## src/rtl/cxs_txflit_buf.sv

```systemverilog
// CXS transmit flit buffer: software fills and commits flits into a circular
// slot queue; committed flits stream onto the CXS TX channel under credit control.
module cxs_txflit_buf #(
  parameter int AWIDTH     = 4,
  parameter int FLIT_WIDTH = 256,
  parameter int CNTL_WIDTH = 14,
  parameter int MAX_CRD    = 15
) (
  input  logic                     clk,
  input  logic                     resetn,
  input  logic                     wr_en,
  input  logic [AWIDTH-1:0]        wr_addr,
  input  logic [FLIT_WIDTH/32-1:0] wr_word_en,
  input  logic [31:0]              wr_data,
  input  logic                     flit_commit,
  input  logic [CNTL_WIDTH-1:0]    flit_cntl,
  input  logic                     flush_req,
  output logic [AWIDTH-1:0]        tail_ptr,
  output logic                     tx_empty,
  output logic                     tx_full,
  output logic                     ovf_err,
  output logic                     crd_err,
  output logic                     flush_done,
  output logic                     cxs_tx_valid,
  output logic [FLIT_WIDTH-1:0]    cxs_tx_data,
  output logic [CNTL_WIDTH-1:0]    cxs_tx_cntl,
  input  logic                     cxs_tx_crdgnt,
  output logic                     cxs_tx_crdrtn
);

  localparam int NWORDS = FLIT_WIDTH / 32;
  localparam int DEPTH  = 1 << AWIDTH;
  localparam logic [AWIDTH:0] PTR_ONE  = {{AWIDTH{1'b0}}, 1'b1};
  localparam logic [AWIDTH:0] FULL_OCC = {1'b1, {AWIDTH{1'b0}}};
  localparam logic [3:0]      CRD_MAX  = 4'(MAX_CRD);

  typedef enum logic [1:0] {
    ST_SEND,
    ST_RETURN,
    ST_DONE
  } state_t;

  logic [FLIT_WIDTH-1:0] data_ram [DEPTH];
  logic [CNTL_WIDTH-1:0] cntl_ram [DEPTH];

  logic [AWIDTH:0]   head;
  logic [AWIDTH:0]   tail;
  logic [AWIDTH:0]   occupancy;
  logic [3:0]        credits;
  logic              rd_pend;
  logic [AWIDTH-1:0] rd_addr;
  logic              commit_ok;
  logic              issue;
  logic              crd_ret;
  logic              consume;
  state_t            state;
  state_t            state_nxt;

  assign occupancy     = tail - head;
  assign tx_empty      = (occupancy == '0);
  assign tx_full       = (occupancy == FULL_OCC);
  assign tail_ptr      = tail[AWIDTH-1:0];
  assign commit_ok     = flit_commit && !tx_full;
  assign consume       = issue || crd_ret;
  assign cxs_tx_crdrtn = crd_ret;

  // Storage: contents are never reset.
  always_ff @(posedge clk) begin
    if (wr_en) begin
      for (int unsigned w = 0; w < NWORDS; w++) begin
        if (wr_word_en[w]) data_ram[wr_addr][w*32 +: 32] <= wr_data;
      end
    end
    if (commit_ok) cntl_ram[tail[AWIDTH-1:0]] <= flit_cntl;
  end

  always_ff @(posedge clk) begin
    if (!resetn) begin
      head    <= '0;
      tail    <= '0;
      ovf_err <= 1'b0;
      rd_pend <= 1'b0;
      rd_addr <= '0;
    end else begin
      if (commit_ok) tail <= tail + PTR_ONE;
      if (flit_commit && tx_full) ovf_err <= 1'b1;
      if (issue) begin
        head    <= head + PTR_ONE;
        rd_addr <= head[AWIDTH-1:0];
      end
      rd_pend <= issue;
    end
  end

  // Grant and consume in the same cycle cancel; a lone grant at the limit saturates.
  always_ff @(posedge clk) begin
    if (!resetn) begin
      credits <= '0;
      crd_err <= 1'b0;
    end else begin
      case ({cxs_tx_crdgnt, consume})
        2'b10: begin
          if (credits == CRD_MAX) crd_err <= 1'b1;
          else                    credits <= credits + 4'd1;
        end
        2'b01:   credits <= credits - 4'd1;
        default: credits <= credits;
      endcase
    end
  end

  always_ff @(posedge clk) begin
    if (!resetn) begin
      cxs_tx_valid <= 1'b0;
      cxs_tx_data  <= '0;
      cxs_tx_cntl  <= '0;
    end else begin
      cxs_tx_valid <= rd_pend;
      if (rd_pend) begin
        cxs_tx_data <= data_ram[rd_addr];
        cxs_tx_cntl <= cntl_ram[rd_addr];
      end
    end
  end

  always_ff @(posedge clk) begin
    if (!resetn) state <= ST_SEND;
    else         state <= state_nxt;
  end

  always_comb begin
    state_nxt  = state;
    issue      = 1'b0;
    crd_ret    = 1'b0;
    flush_done = 1'b0;
    case (state)
      ST_SEND: begin
        issue = !tx_empty && (credits != '0) && !flush_req;
        // Wait for the read stage to drain so its flit is not lost.
        if (flush_req && !rd_pend) state_nxt = ST_RETURN;
      end
      ST_RETURN: begin
        crd_ret = (credits != '0);
        if ((credits == '0) && !cxs_tx_crdgnt) state_nxt = ST_DONE;
      end
      ST_DONE: begin
        flush_done = 1'b1;
        if (!flush_req) state_nxt = ST_SEND;
      end
      default: state_nxt = ST_SEND;
    endcase
  end

endmodule

```

## config.mk

```make
export PLATFORM = sky130hd
export DESIGN_NAME = cxs_txflit_buf
export DESIGN_NICKNAME = d
export VERILOG_FILES = /design/src/rtl/cxs_txflit_buf.sv
export SDC_FILE = /design/constraint.sdc
export NUM_CORES = 2
export LEC_CHECK = 0
export CAP_MARGIN = 20
export CORE_UTILIZATION = 45
export CTS_CLUSTER_DIAMETER = 150
export DETAILED_ROUTE_END_ITERATION = 16
export HOLD_SLACK_MARGIN = 0.12
export SLEW_MARGIN = 20
export SYNTH_ARGS = -nofsm -noshare
export SYNTH_HDL_FRONTEND = slang
export SYNTH_MEMORY_MAX_BITS = 65536
export SYNTH_SLANG_ARGS = --single-unit
export TNS_END_PERCENT = 30
```

## constraint.sdc

```tcl
create_clock -name clk -period 5.9 [get_ports clk]
set_input_delay 0.885 -clock clk [delete_from_list [all_inputs] [get_ports clk]]
set_output_delay 0.885 -clock clk [all_outputs]
set_load 0.02 [all_outputs]
```

==> impl_metrics.toml <==
[clock_network]
worstSkewPairLatency_ns = 1.00
ctsResizeCount = 0
cts_setup_buffers = 0
clock-sinks = 4614
cts_buffer_depth = 4
htree_levels = 5
cts_tree = "built"
cts_root_buf = "clkbuf_16"
cts_inserted_buffers = 463
cts_hold_buffers = 0
path_clk_slew_ns = 0.06

[critical_path]
reg2reg_from = "tail[0]"
required_ns = 5.02
path_max_fanout = 6
worstSetupPathType = "reg2out"
r2r_end = "cntl_ram[11][10]"
rr_worst_depth = 8
cp-start-kind = "register"
r2r_setup_slack_ns = 2.17
arrival_ns = 3.75
crit_path_end_kind = "primary output"

[flow_run]
drv_cap = 0

[synthesis]
async_flop_share_pct = 0
ys_seq_area_share_pct = 78.4
synthFlopType = "edfxtp_1"
synthTopCellsByCount = "edfxtp_1 (4320), mux4_2 (1350), nor2_1 (428)"
yosys_warnings = 0
synth_edf_count = 4320
avgSynthCellArea_um2 = 24.0
synth.top_cell.area_share_pct = 75.0
yosysMostFrequentCell = "edfxtp_1"
yosys.area_share.xor_xnor_pct = 0.0456
synthesis.nets = 7271
ys_top_cells_by_area = "edfxtp_1 (75%), mux4_2 (18%), dfxtp_1 (3.4%)"
synth_compound_area_share_pct = 0.120
synth_top_family_by_area = "multiplexers"
ys_ff_latch = 4614
post-synth-top-area-cell = "edfxtp_1"
syn_area_um2 = 173000
post_synth_num_cell_types = 42
yosys.area_share.simple_pct = 1.18
synth_mux_area_share_pct = 19.2
synth_cells = 7195
synthAdderAreaFrac_pct = 0.0912

[place]
gp_congestion = 0.803
place_hpwl_um = 262000
dp.cells = 12500
io_buffers = 344

[hold_path]
hold_path_depth = 1
hold_start = "wr_data[15]"
hold_path_class = "in2reg"
hold_end = "data_ram[9][239]"

[die]
dieArea_um2 = 387000
start_util_pct = 45.2
core_um2 = 382000
die_y_um = 622
dieWidth_um = 622
io-pin-count = 345
rows = 227

[run_status]
outcome = "finished clean"

[cells_and_area]
fin_nets = 7982
stdcell_count = 13400
area_growth_pct = 16.0
drive_gt1_share_pct = 30.2

[detailed_routing]
routed_wl_um = 433000
route.vias.total = 78300
drcViolationCount = 0
wl_per_cell_um = 32.5
drt_first_pass_iters = 6
drt-initial-drc-count = 8570
viasPerCell = 5.86
ant_nets = 0

[power_and_ir_drop]
power_leakage_nw = 60.0
peakVddDrop_mv = 0.244
cellPowerDensity_nw_per_um2 = 358

[timing]
relSlewSlack_pct = 23.2
hold_viol = 0
max_clock_freq_mhz = 216
rsz0062_at_grt = "false"
tns_ns = 0
tightest_slew_ns = 1.15
fin_crit_ns = 4.64
skew_ns = 0.0446
period_share_pct = 78.6
slew_violations = 0
final-setup-viol-count = 0

[global_route]
gr-usage-met2_pct = 37.2
grt_max_degree = 133
overflow = 0
grtUsageMet3_pct = 2.97
grt_antenna_before_repair = 32
grt_pass1_wl_um = 617000
grt-busiest-layer = "met2"
globalRouteTotalUtil_pct = 22.3
first_global_vias = 80000
grtUsageMet1_pct = 31.5
-- critical path: stages (launching register included) --
cell and delay (ns):
dfxtp_1 0.44, inv_1 0.14, ha_1 0.24, nor2b_1 0.23
o22ai_1 0.14, xor2_1 0.33, nand2_1 0.09, nor3_1 0.44
clkdlybuf4s50_1 0.72
-- layout make-up --
class / instances / area [um^2]
tap: 5038 / 6300
multi-input combinational: 2191 / 36700
fill: 28900 / 182000
timing repair buffer: 623 / 6830
sequential: 4614 / 136000
clock inverter: 291 / 2850
clock buffer: 572 / 12300
antenna: 10 / 25.0
inverter: 13 / 56.3
-- cells by family (layout without fill, tap and decap cells) --
logic type	after synthesis	after routing
AOI/OAI and AO/OA	32	32
other	0	10
and+or+nand+nor	516	516
muxes	1622	1622
adders and majority gates	12	12
xor gates and xnor gates	9	9
buffers and inverters	390	1499
DFF	4614	4614
-- worst max-delay path by stage --
| stage | startpoint | endpoint | slack, ns |
|---|---|---|---|
| 2_1_floorplan | wr_en | data_ram[15][0] | 2.60 |
| 3_3_place_gp | wr_addr[2] | data_ram[4][60] | 1.41 |
| 3_5_place_dp | wr_addr[3] | data_ram[9][20] | 1.52 |
| 4_1_cts | tail[0] | tx_full | 1.25 |
| 5_1_grt | tail[0] | tx_full | 1.03 |
| 6_report | tail[0] | tx_full | 1.26 |
-- layer usage --
metal  share of wire [%]  wire length (um)
met1                  41            179000
met2                  50            217000
met3                 5.9             25600
met4                 2.6             11400
met5                   0                 0
-- through the flow --
| stage | area, um^2 | hold WS, ns | worst slack, ns | total power [mW] | utilization (%) |
|---|---|---|---|---|---|
| 2_1_floorplan | 173000 | 0.448 | 2.60 | 40.7 | - |
| 3_3_place_gp | 184000 | 0.460 | 1.41 | 43.3 | 48.2 |
| 3_5_place_dp | 185000 | 0.458 | 1.52 | 43.4 | 48.4 |
| 4_1_cts | 200000 | 0.185 | 1.25 | 72.5 | 52.4 |
| 5_1_grt | 201000 | 0.216 | 1.03 | 74.0 | 52.5 |
| 6_report | 201000 | 0.262 | 1.26 | 71.8 | 52.5 |
-- layout by cell type, fill, tap and decap left out, drive strengths merged, types with 3 or more instances in the layout --
master         netlist  routed
nor3                11      11
mux2i              272     272
a21oi               15      15
diode                0      10
clkdlybuf4s50        0     311
o21ai                4       4
nor2b                6       6
clkbuf             203     572
nor2               428     428
nand2b               5       5
ha                  11      11
bufinv               0      44
nand4                3       3
buf                174     312
nand3               11      11
inv                 13      28
mux4              1350    1350
clkinv               0     208
edfxtp            4320    4320
nand2               41      41
clkinvlp             0      24
xnor2                4       4
xor2                 5       5
nor3b                3       3
dfxtp              294     294
-- where the power goes --
part           leakage (nW)  switching [mW]  internal (mW)
clock                  7.38            12.5           16.8
combinational          11.3            3.27           2.40
sequential             41.3           0.403           36.5
total                  60.0            16.2           55.7
-- state kept, by name, summed over array words and instances, names as in the netlist --
signal / flops
cxs_tx_cntl: 14
cntl_ram: 224
cxs_tx_data: 256
cxs_tx_valid: 1
credits: 4
data_ram: 4096
tail: 5
rd_addr: 4
head: 5
ovf_err: 1
state: 2
crd_err: 1
rd_pend: 1
Note: power is estimated with default switching activity, not from simulation.
